$ cat src/rtl/command_arbiter_credit_control.sv
// Arbitrates the AFU command sources onto the single PSL command port and
// tracks PSL command credits (loaded from room, consumed per issue, returned per response).
module command_arbiter_credit_control #(
    parameter int NUM_REQUESTERS = 5,
    parameter int CMD_WIDTH      = 128,
    parameter int CREDIT_WIDTH   = 8,
    parameter int WED_PRIORITY   = 1
) (
    input  logic                                clock,
    input  logic                                reset_in,
    input  logic                                enabled_in,
    input  logic                                room_valid_in,
    input  logic [CREDIT_WIDTH-1:0]             room_in,
    input  logic [NUM_REQUESTERS-1:0]           req_valid_in,
    input  logic [NUM_REQUESTERS*CMD_WIDTH-1:0] req_cmd_in,
    output logic [NUM_REQUESTERS-1:0]           req_grant_out,
    input  logic                                response_valid_in,
    output logic                                cmd_valid_out,
    output logic [CMD_WIDTH-1:0]                cmd_out,
    output logic [$clog2(NUM_REQUESTERS)-1:0]   cmd_src_out,
    output logic [CREDIT_WIDTH-1:0]             credits_out,
    output logic                                credit_overflow_error_out,
    output logic                                idle_out
);

    localparam int SRC_W = $clog2(NUM_REQUESTERS);

    typedef enum logic [1:0] {
        ST_IDLE,
        ST_LOAD,
        ST_RUN,
        ST_DRAIN
    } state_t;

    state_t                  state_q;
    logic [SRC_W-1:0]        rr_ptr_q, rr_ptr_d;
    logic [CREDIT_WIDTH-1:0] credits_q, credits_d;
    logic [CREDIT_WIDTH-1:0] max_credits_q;
    logic                    overflow_q, overflow_d;
    logic                    cmd_valid_q;
    logic [CMD_WIDTH-1:0]    cmd_q;
    logic [SRC_W-1:0]        cmd_src_q;

    logic                    grant_found;
    logic [SRC_W-1:0]        grant_idx;
    logic [SRC_W-1:0]        cand_idx;
    int                      cand;

    // rr_ptr never points at source 0, so the search reaches it only after N-1;
    // with WED priority it has already been served ahead of the search.
    always_comb begin
        grant_found = 1'b0;
        grant_idx   = '0;
        cand        = 0;
        cand_idx    = '0;
        if (state_q == ST_RUN && credits_q != '0) begin
            if (WED_PRIORITY != 0 && req_valid_in[0]) begin
                grant_found = 1'b1;
            end else begin
                for (int k = 0; k < NUM_REQUESTERS; k++) begin
                    cand = int'(rr_ptr_q) + k;
                    if (cand >= NUM_REQUESTERS) cand = cand - NUM_REQUESTERS;
                    cand_idx = SRC_W'(cand);
                    if (!grant_found && req_valid_in[cand_idx]) begin
                        grant_found = 1'b1;
                        grant_idx   = cand_idx;
                    end
                end
            end
        end
    end

    always_comb begin
        rr_ptr_d = rr_ptr_q;
        if (grant_found && grant_idx != '0) begin
            rr_ptr_d = (int'(grant_idx) == NUM_REQUESTERS - 1) ? SRC_W'(1) : grant_idx + SRC_W'(1);
        end
    end

    // A simultaneous grant and response cancel; a response with nothing outstanding is an error.
    always_comb begin
        credits_d  = credits_q;
        overflow_d = overflow_q;
        if (grant_found && !response_valid_in) begin
            credits_d = credits_q - CREDIT_WIDTH'(1);
        end else if (!grant_found && response_valid_in) begin
            if (credits_q == max_credits_q) overflow_d = 1'b1;
            else                            credits_d  = credits_q + CREDIT_WIDTH'(1);
        end
    end

    // NOTE: all state uses non-blocking assignments so every register samples pre-edge values.
    always_ff @(posedge clock) begin
        if (reset_in) begin
            state_q       <= ST_IDLE;
            rr_ptr_q      <= SRC_W'(1);
            credits_q     <= '0;
            max_credits_q <= '0;
            overflow_q    <= 1'b0;
            cmd_valid_q   <= 1'b0;
            cmd_q         <= '0;
            cmd_src_q     <= '0;
        end else begin
            rr_ptr_q    <= rr_ptr_d;
            credits_q   <= credits_d;
            overflow_q  <= overflow_d;
            cmd_valid_q <= grant_found;
            if (grant_found) begin
                cmd_q     <= req_cmd_in[int'(grant_idx)*CMD_WIDTH +: CMD_WIDTH];
                cmd_src_q <= grant_idx;
            end
            case (state_q)
                ST_IDLE: begin
                    if (enabled_in) state_q <= ST_LOAD;
                end
                ST_LOAD: begin
                    if (room_valid_in) begin
                        credits_q     <= room_in;
                        max_credits_q <= room_in;
                        state_q       <= ST_RUN;
                    end
                end
                ST_RUN: begin
                    if (!enabled_in) state_q <= ST_DRAIN;
                end
                ST_DRAIN: begin
                    if (credits_q == max_credits_q) state_q <= ST_IDLE;
                end
                default: state_q <= ST_IDLE;
            endcase
        end
    end

    assign req_grant_out             = grant_found ? (NUM_REQUESTERS'(1) << grant_idx) : '0;
    assign cmd_valid_out             = cmd_valid_q;
    assign cmd_out                   = cmd_q;
    assign cmd_src_out               = cmd_src_q;
    assign credits_out               = credits_q;
    assign credit_overflow_error_out = overflow_q;
    assign idle_out                  = (state_q != ST_RUN) && (credits_q == max_credits_q) && !cmd_valid_q;

endmodule

$ cat config.mk
export PLATFORM = sky130hd
export DESIGN_NAME = command_arbiter_credit_control
export DESIGN_NICKNAME = d
export VERILOG_FILES = /design/src/rtl/command_arbiter_credit_control.sv
export SDC_FILE = /design/constraint.sdc
export NUM_CORES = 1
export LEC_CHECK = 0
export BUFFER_PORTS_ARGS = -buffer_cell sky130_fd_sc_hd__buf_2
export CORE_AREA = 2 2 313 315
export DETAILED_ROUTE_END_ITERATION = 12
export DIE_AREA = 0 0 315 317
export SKIP_CTS_REPAIR_TIMING = 1
export SYNTH_ARGS = -nofsm -noshare
export SYNTH_HDL_FRONTEND = slang
export SYNTH_SLANG_ARGS = --single-unit
$ cat constraint.sdc
create_clock -name clock -period 6.83 [get_ports clock]
set_input_delay 2.049 -clock clock [delete_from_list [all_inputs] [get_ports clock]]
set_output_delay 2.049 -clock clock [all_outputs]
set_load 0.005 [all_outputs]
After elaboration in Yosys (flattened, before gate mapping) --
Cells that the tools add are included.
Cells by class: add/sub/neg operators 12, order comparisons 10, eq/ne operators 10, shifts and indexed selects 2, multiplexer cells 59, bitwise gates (word level) 1, reduce and logical (&&, ||, !) cells 23
Operator list (number):
- $shiftx 640x11->128 | 1
- $mux 3 | 23
- $mux 8 | 5
- $lt 3x4->1 const B | 5
- $mux 1 | 20
- $ge 4x3->1 const B | 4
- $bmux 1 s3 | 5
- $sub 3x3->3 const B | 5
- $logic_and 1x1->1 | 10
- $ne 2x2->1 const B | 5
- $add 3x2->4 const B | 2
- $add 8x1->8 const B | 1
- $eq 8x8->1 | 1
- $mux 2 | 4
- $pmux 2 s4 | 1
- $reduce_bool 8->1 | 1
- $sub 8x1->8 const B | 1
- $logic_not 1->1 | 7
- $mux 5 | 1
- $shl 1x3->5 const A | 1
- $add 3x1->4 const B | 1
- $add 3x3->4 const B | 1
- $eq 2x2->1 const B | 2
- $reduce_and 4->1 | 1
- other kinds (9) | 9
Word-level totals: flip-flop bits (word level) 154, output and inout bits 147, word-level logic and storage cells 125

Longest topological paths before layout --
depth after elaboration 35, gate-level depth with buffers 21

Worst setup path after synthesis --
OpenSTA, ideal clock, no wires.
path kind in2out, start input port req_valid_in[2], end output port req_grant_out[3], arrival 4.609 ns, required time 4.781 ns, setup slack 0.172 ns, stages on the path 14, cell sequence mux4_1 nor2_1 a211oi_4 nor2b_1 nand4b_1 o221a_1 nand3_1 o31a_1 inv_2 clkbuf_2 buf_2 ha_1 ha_1 and2_1
On the way: cells in the longest elaborated chain, start to end 27, elaborated cells on any way between the ends 42, classes of those cells shift: 1; mux: 33; reduce/logical: 8
Ends and longest elaborated chain:
- from (decl) | line 14 | input logic [NUM_REQUESTERS-1:0] req_valid_in,
- $bmux 1 s3 | line 64 | if (!grant_found && req_valid_in[cand_idx]) begin
- $mux 1 (implied by the code) | line 64
- $mux 1 | line 64
- $mux 1 | line 57 | if (WED_PRIORITY != 0 && req_valid_in[0]) begin
- $mux 1 | line 56 | if (state_q == ST_RUN && credits_q != '0) begin
- $logic_not 1->1 | line 64
- $logic_and 1x1->1 | line 64
- $mux 1 | line 64
- [12 not listed]
- $logic_not 1->1 | line 64
- $logic_and 1x1->1 | line 64
- $mux 3 * | line 64
- $mux 3 * | line 57
- $mux 3 * | line 56
- net grant_idx[1] | line 45 | logic [SRC_W-1:0] grant_idx;
- $shl 1x3->5 * | line 134 | assign req_grant_out = grant_found ? (NUM_REQUESTERS'(1) << grant_idx) : '0;
- $mux 5 * | line 134
- to (decl) | line 16 | output logic [NUM_REQUESTERS-1:0] req_grant_out,
Mark *: on every way through the listed nets, which the timed path passes. The rest lies on a longest branch. The select of a mux whose other input is x is not followed.

Final worst setup path --
start input port req_valid_in[3], end output port req_grant_out[3]
Same word-level chain as after synthesis.

==> metrics.txt <==
status=completed; vias in the first global route=15,700; Max Clock Skew=0.0147 ns; hpwl dp=55,400 µm; proportion of layout cells with a drive suffix above 1=0.357; flops & latches, synth=154; wire length on met1=29,600 µm; peak supply drop=0.155 mV; GRT overflow=0; top cells by area, synth=dfxtp_1, a21boi_0, and3_1; Hold EP=max_credits_q[1]; crit path DAT=4.63 ns; largest net degree at the start of global routing=210; Yosys top cell by area=dfxtp_1; All-Layer GR Usage=0.135; H-tree lvl count=4; total number of vias=17,400; most common cell after layout, fill and taps aside=buf_2; vias per cell=4.56; clk_lat worst skew=0.50 ns; input/output buffers=804; CTS tree=done; Slew Limit Fails=0; post-route ant nets=0; pre-CTS WS=0.0792 ns; reg2reg end=cmd_out[7]; die height=317 µm; clk slew on worst S/H paths=0.07 ns; Hold Crit Class=register to register; worst reg2reg path depth=15; clk buf depth=2; Synth Instances=1,868; hold path startpoint=max_credits_q[1]; Wirelength per Cell=19.0 µm; # nets final=3,189; Max Used Layer=met5; drc violations=0; 1st-iter DRT viols=1,285; R2R Setup Slk=1.59 ns; asr flop ratio synth=0; clk sinks=154; initial antenna violation count=22; most frequent cells in the layout=buf_2, and3_1, a21boi_0; wire length of the first global-routing pass=100,000 µm; register area share after synthesis=0.227; top_reg_cell synth=dfxtp_1; Mapped Nets=2,547; TritonRoute pass-1 iters=5; crit share post-route=0.978; Final WS setup=0.153 ns; Leak=9.92 nW; critical path endpoint category=output pin; delay-heaviest family, CP=compound AO/OA/AOI/OAI gates; CP Max Fanout=7; final WL=72,400 µm; fin util=0.200; critical path class=primary input to output pin; Yosys warnings=0; Yosys cell types=80; core area=96,300 µm²; WL met3=7760 µm; crit path time final=6.68 ns; hold slack=0.468 ns; Worst slew margin=0.323; Row Count=114; max-cap viol count=0; Mapped Area=13,600 µm²; Hold Vio Cnt, Final=0; Worst EP required=4.78 ns; cell-by-cell listing of the critical path=buf_2 > buf_4 > mux2i_1 > mux2_2 > a211oi_4 > buf_6 > a21boi_0 > a31o_2 > o41ai_4 > o22ai_4 > nand2_4 > inv_1 > ha_1 > ha_1 > and2_1 > buf_2; Root Driver=clkbuf_16; Synth-to-Final Area Change=41.7%; launching point of the worst reg2reg path=rr_ptr_q[2]; Avg Synthesized Cell Area=7.27 µm²; share of the synthesized area in the top cell type=0.227; met2 routed wirelength=32,400 µm; Chip Width=315 µm; startpoint types=primary input; Slowest Stage Delay on Critical Path=0.40 ns; total power=3.93 mW; Worst Path Buf+Inv=5; Setup-failing EPs final=0; Fmax achieved=0.150 GHz; Power Dens Cells=204 nW/µm²; setup TNS=0 ns; routability cong.=0.931; total CTS buffers=17; Initial Util=0.141; Ports=805; Die ar.=99,900 µm²; Tightest Pin Transition=1.02 ns; crit path max-delay cell type=a211oi_4; EDFF count, synth=0; Hold Path Depth=2
[final cells by class]
type,instances,area (µm²)
antenna,13,32.5
clock buffer,18,439
clock inverter,14,139
fill,11000,77000
inverter,21,81.3
multi-input combinational,1472,9440
sequential,154,3080
tap,1276,1600
timing repair buffer,844,4430
[cell usage after synthesis, types with 4 or more instances]
| cell type | count |
|---|---|
| and3_1 | 262 |
| a21boi_0 | 254 |
| o21ai_1 | 229 |
| a21oi_1 | 155 |
| dfxtp_1 | 154 |
| a31oi_1 | 132 |
| o21bai_1 | 129 |
| clkbuf_1 | 126 |
| buf_2 | 76 |
| nand2_1 | 61 |
| o21ai_0 | 37 |
| nor2_1 | 23 |
| ha_1 | 20 |
| inv_1 | 19 |
| nand2b_1 | 16 |
| nor3_1 | 11 |
| a211oi_1 | 10 |
| buf_6 | 10 |
| nand3_1 | 10 |
| xor2_1 | 9 |
| nor2b_1 | 8 |
| mux2i_1 | 6 |
| nor4_1 | 6 |
| a21boi_1 | 5 |
| buf_4 | 5 |
| and2_1 | 4 |
| nand3b_1 | 4 |
| nand4_1 | 4 |
| o22ai_1 | 4 |
| xnor2_1 | 4 |
[registers in the layout, summed over array words and instances (netlist names)]
register	count
credit_overflow_error_out	1
rr_ptr_q	3
cmd_valid_out	1
cmd_out	128
credits_out	8
max_credits_q	8
cmd_src_out	3
state_q	2
[logic make-up (layout without fill, tap and decap cells)]
| kind of cell | count (synthesis) | in the layout | share of synthesized area |
|---|---|---|---|
| compound gates | 1003 | 1003 | 0.472 |
| xor+xnor | 13 | 13 | 0.00838 |
| fa+ha+maj | 21 | 21 | 0.0199 |
| buf+inv | 242 | 897 | 0.0810 |
| flops | 154 | 154 | 0.227 |
| mux | 11 | 11 | 0.0105 |
| other cells | 0 | 13 | 0 |
| simple gates | 424 | 424 | 0.181 |
[metal layers]
metal  global-route usage  up-vias
met1                0.165     8135
met2                0.205      816
met4               0.0622       10
met5              0.00616        -
li1                     -     8287
met3               0.0548      121
[worst max path at each step]
stage	startpoint	end	slack, ns	depth (start not counted)
2_1_floorplan	req_valid_in[2]	req_grant_out[3]	0.17	14
3_3_place_gp	req_valid_in[2]	req_grant_out[0]	0.08	13
3_5_place_dp	req_valid_in[1]	req_grant_out[3]	0.08	15
4_1_cts	req_valid_in[2]	req_grant_out[3]	0.06	15
5_1_grt	req_valid_in[3]	req_grant_out[3]	-0.002	16
6_report	req_valid_in[3]	req_grant_out[3]	0.15	16
[through the flow]
step	cells	instance area (µm²)
after global placement	3766	18600
final	3812	19200
after floorplan	1868	13600
after global routing	3808	19200
after detailed placement	3766	18600
after CTS	3798	19200
[report_power, final]
group | internal, mW | leakage [nW] | switching (mW)
Clock | 0.520 | 0.286 | 0.508
Combinational | 0.673 | 8.38 | 0.974
Sequential | 1.11 | 1.25 | 0.138
Total | 2.30 | 9.92 | 1.62
[tightest hold or removal path: stages, from the launching register on]
cell	delay, ns
dfxtp_1	0.32
nand2_1	0.05
a21oi_1	0.05
(Power assumes the default switching activity.)
